`src/rtl/filter_sinc_pkg.sv`:
```
// Purpose: shared constants and helpers for the sinc decimation filters.
// Latency: n/a (package only).
// Backpressure: n/a; consumers are strobe-driven and never stall.
package filter_sinc_pkg;

   // Smallest legal decimation exponent; anything outside the legal range
   // decodes to the default rate.
   localparam int LOG2_MIN_DR     = 5;
   localparam int DEFAULT_LOG2_DR = 8;

   // Words discarded after reset or a rate change while the comb history
   // still holds samples from before the restart.
   localparam int SETTLE_WORDS    = 3;

   // A third-order integrator grows by 3 bits per doubling of the rate,
   // plus one bit so the largest in-range result is representable.
   function automatic int acc_width(input int log2_max_dr);
      return 1 + 3 * log2_max_dr;
   endfunction

endpackage

```
`src/rtl/sinc3_channel.sv`:
```
// Purpose: one sinc3 channel -- integrators, decimated comb, scale/saturate.
// Latency: comb registers one edge after comb_en; word is combinational from them.
// Backpressure: none; integrators advance on every en, comb on every comb_en.
//
// Ports:
//   mclkin, rst   clock and async active-low reset
//   clr           synchronous clear of all state (rate change)
//   en, x         sample strobe and modulator bit (0 -> 0, 1 -> +1)
//   comb_en       one-cycle pulse after the period-ending sample
//   log2_dr       effective decimation exponent used for scaling
//   word          scaled, saturated output of the latest comb result
module sinc3_channel
   import filter_sinc_pkg::*;
#(
   parameter int WIDTH = 16,
   parameter int ACC_W = 37
)
(
   input  logic             mclkin,
   input  logic             rst,
   input  logic             clr,
   input  logic             en,
   input  logic             x,
   input  logic             comb_en,
   input  logic [3:0]       log2_dr,
   output logic [WIDTH-1:0] word
);

   logic [ACC_W-1:0] acc1, acc2, acc3;
   logic [ACC_W-1:0] acc1_n, acc2_n, acc3_n;
   logic [ACC_W-1:0] acc3_prev, d1_prev, d2_prev, diff3;
   logic [ACC_W-1:0] d1, d2, d3;
   logic [ACC_W-1:0] scaled;
   logic             sat;
   int               lg3;

   // Integrators are chained within one cycle so acc3 already contains the
   // sample taken on the same edge; the comb then reads a settled register.
   assign acc1_n = acc1 + ACC_W'(x);
   assign acc2_n = acc2 + acc1_n;
   assign acc3_n = acc3 + acc2_n;

   assign d1 = acc3 - acc3_prev;
   assign d2 = d1 - d1_prev;
   assign d3 = d2 - d2_prev;

   always_ff @(posedge mclkin or negedge rst) begin
      if (!rst) begin
         acc1      <= '0;
         acc2      <= '0;
         acc3      <= '0;
         acc3_prev <= '0;
         d1_prev   <= '0;
         d2_prev   <= '0;
         diff3     <= '0;
      end else if (clr) begin
         acc1      <= '0;
         acc2      <= '0;
         acc3      <= '0;
         acc3_prev <= '0;
         d1_prev   <= '0;
         d2_prev   <= '0;
         diff3     <= '0;
      end else begin
         if (en) begin
            acc1 <= acc1_n;
            acc2 <= acc2_n;
            acc3 <= acc3_n;
         end
         if (comb_en) begin
            acc3_prev <= acc3;
            d1_prev   <= d1;
            d2_prev   <= d2;
            diff3     <= d3;
         end
      end
   end

   // Full scale of a sinc3 at rate 2^k is 2^(3k); align that to WIDTH bits.
   // Only an all-ones input reaches full scale, which cannot fit, so clamp.
   always_comb begin
      lg3    = 3 * int'(log2_dr);
      sat    = (lg3 < ACC_W) && ((diff3 >> lg3) != '0);
      scaled = (lg3 >= WIDTH) ? (diff3 >> (lg3 - WIDTH)) : (diff3 << (WIDTH - lg3));
      word   = sat ? '1 : scaled[WIDTH-1:0];
   end

endmodule

```
`src/rtl/filter_sinc3_mc.sv`:
```
// Purpose: multi-channel sinc3 decimator with shared rate control and settling.
// Latency: data/data_valid update 2 edges after the period-ending sample edge.
// Backpressure: none; mdata_en low freezes all state, output is a valid pulse.
//
// Ports:
//   mclkin, rst   clock and async active-low reset
//   mdata         one modulator bit per channel, sampled when mdata_en=1
//   dec_log2      decimation exponent; illegal values decode to the default
//   data          channel n at [n*WIDTH +: WIDTH], held between updates
//   data_valid    one-cycle pulse per accepted word
//   settled       high once the first unsuppressed word for this rate exists
module filter_sinc3_mc
   import filter_sinc_pkg::*;
#(
   parameter int CH          = 2,
   parameter int WIDTH       = 16,
   parameter int LOG2_MAX_DR = 12,
   parameter int ACC_W       = acc_width(LOG2_MAX_DR)
)
(
   input  logic                mclkin,
   input  logic                rst,
   input  logic [CH-1:0]       mdata,
   input  logic                mdata_en,
   input  logic [3:0]          dec_log2,
   output logic [CH*WIDTH-1:0] data,
   output logic                data_valid,
   output logic                settled
);

   logic [3:0]             eff, eff_q;
   logic                   primed, chg_q;
   logic [LOG2_MAX_DR-1:0] cnt, dr_m1;
   logic                   period_end, dec_end_q, comb_vld_q;
   logic [1:0]             settle_cnt;
   logic [CH*WIDTH-1:0]    words;

   always_comb begin
      eff = 4'(DEFAULT_LOG2_DR);
      if ((int'(dec_log2) >= LOG2_MIN_DR) && (int'(dec_log2) <= LOG2_MAX_DR))
         eff = dec_log2;
   end

   assign dr_m1      = LOG2_MAX_DR'((32'd1 << eff_q) - 32'd1);
   assign period_end = mdata_en && (cnt == dr_m1);

   // primed keeps the first post-reset load of eff_q from being seen as a
   // rate change, so the first sample after reset is always sample 0.
   always_ff @(posedge mclkin or negedge rst) begin
      if (!rst) begin
         eff_q      <= 4'(DEFAULT_LOG2_DR);
         primed     <= 1'b0;
         chg_q      <= 1'b0;
         cnt        <= '0;
         dec_end_q  <= 1'b0;
         comb_vld_q <= 1'b0;
         settle_cnt <= '0;
         settled    <= 1'b0;
         data       <= '0;
         data_valid <= 1'b0;
      end else begin
         primed <= 1'b1;
         eff_q  <= eff;
         chg_q  <= primed && (eff_q != eff);
         if (chg_q) begin
            // Restart from scratch; any word in flight belongs to the old rate.
            cnt        <= '0;
            dec_end_q  <= 1'b0;
            comb_vld_q <= 1'b0;
            settle_cnt <= '0;
            settled    <= 1'b0;
            data       <= '0;
            data_valid <= 1'b0;
         end else begin
            if (mdata_en)
               cnt <= period_end ? '0 : cnt + LOG2_MAX_DR'(1);
            dec_end_q  <= period_end;
            comb_vld_q <= dec_end_q;
            data_valid <= 1'b0;
            if (comb_vld_q) begin
               if (int'(settle_cnt) < SETTLE_WORDS) begin
                  settle_cnt <= settle_cnt + 2'd1;
               end else begin
                  data       <= words;
                  data_valid <= 1'b1;
                  settled    <= 1'b1;
               end
            end
         end
      end
   end

   for (genvar n = 0; n < CH; n++) begin : g_ch
      sinc3_channel #(
         .WIDTH (WIDTH),
         .ACC_W (ACC_W)
      ) u_ch (
         .mclkin  (mclkin),
         .rst     (rst),
         .clr     (chg_q),
         .en      (mdata_en),
         .x       (mdata[n]),
         .comb_en (dec_end_q),
         .log2_dr (eff_q),
         .word    (words[n*WIDTH +: WIDTH])
      );
   end

endmodule

```
`config.mk`:
```
export PLATFORM = sky130hd
export DESIGN_NAME = filter_sinc3_mc
export DESIGN_NICKNAME = d
export VERILOG_FILES = /design/src/rtl/filter_sinc_pkg.sv /design/src/rtl/sinc3_channel.sv /design/src/rtl/filter_sinc3_mc.sv
export SDC_FILE = /design/constraint.sdc
export NUM_CORES = 2
export LEC_CHECK = 0
export BUFFER_PORTS_ARGS = -buffer_cell sky130_fd_sc_hd__buf_2
export CAP_MARGIN = 20
export CELL_PAD_IN_SITES_DETAIL_PLACEMENT = 0
export CELL_PAD_IN_SITES_GLOBAL_PLACEMENT = 2
export CORE_MARGIN = 2
export CORE_UTILIZATION = 40
export DETAILED_ROUTE_END_ITERATION = 7
export PLACE_DENSITY_LB_ADDON = 0.1
export SYNTH_ARGS = -nofsm -noshare
export SYNTH_HDL_FRONTEND = slang
export SYNTH_HIERARCHICAL = 1
export SYNTH_SLANG_ARGS = --single-unit
```
`constraint.sdc`:
```
create_clock -name mclkin -period 7.4 [get_ports mclkin]
set_input_delay 1.48 -clock mclkin [delete_from_list [all_inputs] [get_ports mclkin]]
set_output_delay 1.48 -clock mclkin [all_outputs]
set_load 0.005 [all_outputs]
```
Word level (Yosys, flattened, before mapping) --
Cells that the tools add are included.
Word-level totals: memories 0, RAM bits 0, register bits 574, ROM bits 0, bits in latches 0, input bits 9
Operators by class: mux-type cells 50, $lt $le $gt $ge 5, add/subtract/negate cells 17, div/mod/pow operators 0, multiply operators 1, equal/unequal tests 3, shift-type cells 7, bitwise logic cells 0, reduce and logical (&&, ||, !) cells 13
Operators by type and width (number):
- two-way mux 37 bit | 28
- subtractor 37 bit | 6
- adder 37 bit | 4
- two-way mux 32 bit | 3
- adder 37 x 1 -> 37 bit | 2
- nonzero test 37 bit | 2
- left shift 37 x 32 -> 16 bit | 2
- >> shifter 37 x 32 -> 16 bit | 2
- >> shifter 37 x 32 -> 37 bit | 2
- two-way mux 16 bit | 4
- two-way mux 12 bit | 3
- >= comparator 32 x 6 -> 1 bit (second input constant) | 1
- less-than comparator 32 x 7 -> 1 bit (second input constant) | 1
- subtractor 32 x 6 -> 32 bit (second input constant) | 1
- subtractor 6 x 32 -> 32 bit (first input constant) | 1
- adder 12 x 1 -> 12 bit (second input constant) | 1
- equality test 12 bit | 1
- left shift 1 x 4 -> 12 bit (first input constant) | 1
- subtractor 12 x 1 -> 12 bit (second input constant) | 1
- two-way mux 1 bit | 8
- nonzero test 2 bit | 4
- multiplier 2 x 4 -> 6 bit (first input constant) | 1
- two-way mux 2 bit | 3
- logical AND 1 bit | 5
- other kinds (8) | 9

Logic depth before layout (Yosys ltp) --
depth in word-level cells 8, depth in mapped cells 35, gate-level depth less buffers 35

By module --
The synthesis kept the hierarchy.
By module, submodules not included:
- sinc3_channel at g_ch[1].u_ch | instances 1, seq. area each 6481.2 sq um, cells an instance 2806, area each 23468.8 sq um
- sinc3_channel at g_ch[0].u_ch | instances 1, seq. area each 6481.2 sq um, cells an instance 2770, area each 23258.6 sq um
- filter_sinc3_mc | instances 1, seq. area each 1402.6 sq um, cells an instance 259, area each 2909.0 sq um

Least setup slack after synthesis --
OpenSTA, ideal clock, no wires.
path type input to register, start input port mdata[1], end register g_ch[1].u_ch.acc3[36], stages on the path 29, data arrival time 7.448 ns, buffers on the path 1, setup slack -0.175 ns, data required time 7.272 ns, setup time 0.128 ns, cell sequence ha_1 -> ha_1 -> and3_1 -> clkbuf_1 -> nand3_1 -> nor3_1 -> nand3_1 -> xnor2_1 -> ha_1 -> and3_1 -> a211o_1 -> a221oi_1 -> o21ai_0 -> a31oi_1 -> o21bai_1 -> a21oi_1 -> xnor2_1 -> ha_1 -> and4_1 -> and3_1 -> o2111ai_1 -> a211oi_1 -> o41ai_1 -> a31o_2 -> o21ai_0 -> a31oi_1 -> nand2b_1 -> mux2i_1 -> mux2_1
Between the ends: cells in the longest elaborated chain, start to end 5
RTL lines:
- from (decl) | RTL line filter_sinc3_mc.sv:23 | input logic [CH-1:0] mdata,
- adder 37 x 1 -> 37 bit | RTL line sinc3_channel.sv:39 | assign acc1_n = acc1 + ACC_W'(x);
- adder 37 bit | RTL line sinc3_channel.sv:40 | assign acc2_n = acc2 + acc1_n;
- adder 37 bit | RTL line sinc3_channel.sv:41 | assign acc3_n = acc3 + acc2_n;
- two-way mux 37 bit | RTL line sinc3_channel.sv:65 | if (en) begin
- two-way mux 37 bit | RTL line sinc3_channel.sv:56 | end else if (clr) begin
- to (signal assigned) | RTL line sinc3_channel.sv:68 | acc3 <= acc3_n;
- to (decl) | RTL line sinc3_channel.sv:29 | logic [ACC_W-1:0] acc1, acc2, acc3;
Every way passes these cells. The select of a mux whose other input is x is not followed. A chain may end at the register's enable or synchronous reset.

Worst setup path in the final report --
start register g_ch[0].u_ch.acc3[0], end register g_ch[0].u_ch.diff3[36]
Between the ends: cells in the longest elaborated chain, start to end 5
RTL lines:
- from (decl) | RTL line sinc3_channel.sv:29
- from (signal assigned) | RTL line sinc3_channel.sv:68
- subtractor 37 bit | RTL line sinc3_channel.sv:43 | assign d1 = acc3 - acc3_prev;
- subtractor 37 bit | RTL line sinc3_channel.sv:44 | assign d2 = d1 - d1_prev;
- subtractor 37 bit | RTL line sinc3_channel.sv:45 | assign d3 = d2 - d2_prev;
- two-way mux 37 bit | RTL line sinc3_channel.sv:70 | if (comb_en) begin
- two-way mux 37 bit | RTL line sinc3_channel.sv:56
- to (signal assigned) | RTL line sinc3_channel.sv:55 | diff3 <= '0;
- to (signal assigned) | RTL line sinc3_channel.sv:63 | diff3 <= '0;
- to (signal assigned) | RTL line sinc3_channel.sv:74 | diff3 <= d3;
- to (decl) | RTL line sinc3_channel.sv:31 | logic [ACC_W-1:0] acc3_prev, d1_prev, d2_prev, diff3;
Every way passes these cells. The select of a mux whose other input is x is not followed.

==> impl_metrics.csv <==
group,metric,value,unit
setup_path,r2r_setup_slack,470,ps
global_routing,antenna_found_initial,0,
pwr,p_leak,25.63,nW
setup_path,cp-end-kind,"flip-flop",
placement,dpl.hpwl,94520,um
setup_path,path_class,"reg2reg",
pwr,vdd_ir_drop_max,274.3,uV
sta,timing.fmax,144.2,MHz
setup_path,reg2reg_depth,32,
placement,port_buffers,42,
clock_network,clk_pin_slew,60,ps
flow_run,maxCapViolCount,0,
sta,post-route-min-period,6933,ps
synth,synthSimpleGateAreaFrac,0.1682,
hold_path,holdCritPathClass,"reg2reg",
global_routing,grt_pass1_wl,214000,um
synth,synth_edf_count,0,
layout,fill_cells,12374,
die,initial_core_util,0.4020,
clock_network,tritoncts,"built",
synth,synthMuxAreaShare,0.1070,
clock_network,root_buffer,"clkbuf_16",
die,dieArea,126900,um2
synth,syn-cell-area,49640,um2
layout,n_antenna_cell,0,
synth,synth_top_flop_cell,"dfrtp_1",
synth,yosys_warnings,6,
synth,synth-compound-area-share,0.1930,
setup_path,start_kind,"flip-flop",
clock_network,ctsHoldBuffers,0,
clock_network,insertion_delay,650,ps
sta,post-route-period-util,0.9369,
layout,multiInputGateArea,33010,um2
layout,fin_util,0.4500,
setup_path,slowest_stage,"or3b_2",
detailed_routing,first_iter_violations,2399,
synth,syn_nets,6245,
setup_path,r2r_end,"g_ch[0].u_ch/diff3[36]",
layout,layout-drive-gt1-share,0.09910,
sta,rsz0062_at_grt,"yes",
global_routing,grt_pass1_vias,39489,
die,pin_count,43,
synth,synth_top_family_by_area,"compound AO/OA/AOI/OAI gates",
setup_path,critPathArrivalTime,7400,ps
setup_path,max_stage_delay,440,ps
setup_path,rr_startpoint,"g_ch[0].u_ch/acc3[0]",
pwr,finalPower,0.01916,W
setup_path,cp_data_required_time,7870,ps
clock_network,tritoncts.num_buffers,76,
setup_path,worst-path-max-fanout,6,
detailed_routing,post_drt_wl_per_cell,16.88,um
sta,drv_slew,0,
synth,ys_ff_latch,574,
detailed_routing,viasPerCell,5.324,
synth,synthAdderAreaFrac,0.1029,
sta,max_slew.worst_pin.slew,1025,ps
status,status,"finished, final reports clean",
hold_path,holdCritStartpoint,"data[21]",
sta,setup_violations,0,
synth,seq_area_frac_synth,0.2894,
die,die_h,356.3,um
detailed_routing,dr.pass1.iters,7,
die,num_rows,129,
global_routing,grt_max_degree,166,
pwr,power.density,344.8,nW/um2
hold_path,min_to,"data[21]",
synth,synthDistinctLibCells,116,
global_routing,overflow,0,
clock_network,cts_sinks,574,
synth,syn_avg_cell_area,8.507,um2
sta,relSlewSlack,0.3167,
die,die_w,356.3,um
synth,synthXorXnorAreaFrac,0.08850,
detailed_routing,vias,40572,
detailed_routing,ant_nets,0,
placement,gp_congestion,0.8798,
layout,regArea,14380,um2
global_routing,grt_usage,0.2017,
layout,num-nets-final,6336,
clock_network,cts.path.max_buffers,3,
clock_network,h-tree-depth,3,
synth,async_reset_ff_frac,1.000,
synth,syn_inst,5835,
detailed_routing,drcViolationCount,0,
detailed_routing,wl,128600,um
die,core,123500,um2
layout,syn_to_final_growth,11.94,%
hold_path,hold_path_depth,1,
sta,final_hold_viol_count,0,
sta,worst_clock_skew,32.72,ps
-- where the power goes --
part | internal (W) | total [W] | leakage (nW) | switching [W]
Sequential | 0.00318 | 0.00323 | 7.99 | 0.0000539
Clock | 0.00250 | 0.00400 | 1.31 | 0.00151
Combinational | 0.00506 | 0.0119 | 16.3 | 0.00686
Total | 0.0107 | 0.0192 | 25.6 | 0.00842
-- state kept, by name, summed over array words and instances, names as in the netlist, 12 cells and up --
name	count
g_ch.u_ch/acc1	74
g_ch.u_ch/acc2	74
g_ch.u_ch/acc3	74
g_ch.u_ch/acc3_prev	74
g_ch.u_ch/d1_prev	74
g_ch.u_ch/d2_prev	74
g_ch.u_ch/diff3	74
data	32
cnt	12
-- worst max-delay path: cells and delay by family (launching register included) --
family                     cells  cell delay (ps)
DFF                            1              410
xor gates and xnor gates       4              710
AOI/OAI and AO/OA             15             2570
and+or+nand+nor                6             1400
adders and majority gates      4             1350
buffers and inverters          3              320
-- timing repair --
| action | CTS | global route |
|---|---|---|
| endpoints found under the setup margin | 0 | 10 |
| resized for setup | 0 | 45 |
| buffers inserted | 0 | 5 |
| hold endpoints to repair | 0 | 0 |
-- metrics by stage --
| step | TNS, ps | hold WS, ps | instance area (um2) | cells | worst slack [ps] |
|---|---|---|---|---|---|
| 2_1_floorplan | 0 | 453.7 | 49640 | 5835 | 18.32 |
| 3_3_place_gp | -240.7 | 467.1 | 52620 | 7479 | -201.3 |
| 3_5_place_dp | -527.4 | 477.9 | 52630 | 7480 | -267.9 |
| 4_1_cts | 0 | 490.6 | 55320 | 7616 | 52.95 |
| 5_1_grt | -38.44 | 498.2 | 55560 | 7621 | -38.44 |
| 6_report | 0 | 488.8 | 55560 | 7621 | 466.8 |
-- metal layers --
layer,track usage,wire length (um)
met1,0.3058,68220
met3,0.02061,3371
met2,0.3038,54270
met5,0,0
met4,0.05215,2781
-- cell families after synthesis --
| kind of cell | after synthesis |
|---|---|
| and+or+nand+nor | 1814 |
| AOI/OAI and AO/OA | 1442 |
| buffers and inverters | 624 |
| DFF | 574 |
| xor gates and xnor gates | 499 |
| muxes | 480 |
| adders and majority gates | 401 |
| other | 1 |
-- cell usage after synthesis, types with 73 or more instances --
library cell / number / area, um2
inv_1: 351 / 1318
clkbuf_1: 187 / 701.9
ha_1: 389 / 4867
nor3_1: 73 / 365.4
a21o_1: 168 / 1261
dfrtp_1: 573 / 14340
nor2_1: 791 / 2969
o21ai_0: 240 / 1201
mux2i_1: 414 / 4144
xnor2_1: 285 / 2496
xor2_1: 212 / 1857
a21oi_1: 404 / 2022
nand2_1: 424 / 1592
nand3_1: 98 / 490.5
-- layout by cell type (no fill, tap or decap), types with 22 or more instances in the layout --
cell,instances
mux4_2,34
a22o_1,50
nand2b_1,48
xor2_1,209
mux2i_1,414
inv_1,351
xnor2_1,280
or3_1,24
a21oi_1,394
mux2_2,24
nor4_1,22
and3_1,65
nand4_1,67
and2_1,36
buf_2,40
nand3_1,98
a211oi_1,59
o31ai_1,25
dfrtp_1,570
clkbuf_16,79
a31oi_1,66
ha_1,382
o21a_1,67
nand2_1,424
o211ai_1,34
o21bai_1,57
a21o_1,168
nor2_1,791
nor3_1,71
o21ai_0,236
or2_2,22
buf_4,233
nor2b_1,59
-- final cells by class --
type	count	share of cell area
Multi-Input combinational cell	4637	0.5941
Sequential cell	574	0.2587
Clock buffer	106	0.03975
Timing Repair Buffer	282	0.03806
Tap cell	1637	0.03686
Inverter	355	0.02398
Clock inverter	30	0.008557
-- how the worst max path moves through the flow --
stage | depth (start not counted) | endpoint | start | slack (ps)
2_1_floorplan | 28 | g_ch[1].u_ch/acc3[36] | mdata[1] | 20
5_1_grt | 35 | g_ch[0].u_ch/diff3[36] | g_ch[0].u_ch/acc3[0] | -40
6_report | 32 | g_ch[0].u_ch/diff3[36] | g_ch[0].u_ch/acc3[0] | 470
3_5_place_dp | 31 | g_ch[1].u_ch/acc3[36] | mdata[1] | -270
4_1_cts | 33 | g_ch[1].u_ch/diff3[36] | g_ch[1].u_ch/acc3[0] | 50
3_3_place_gp | 31 | g_ch[1].u_ch/acc3[36] | mdata[1] | -200
Power figures use the tool's default switching activity.
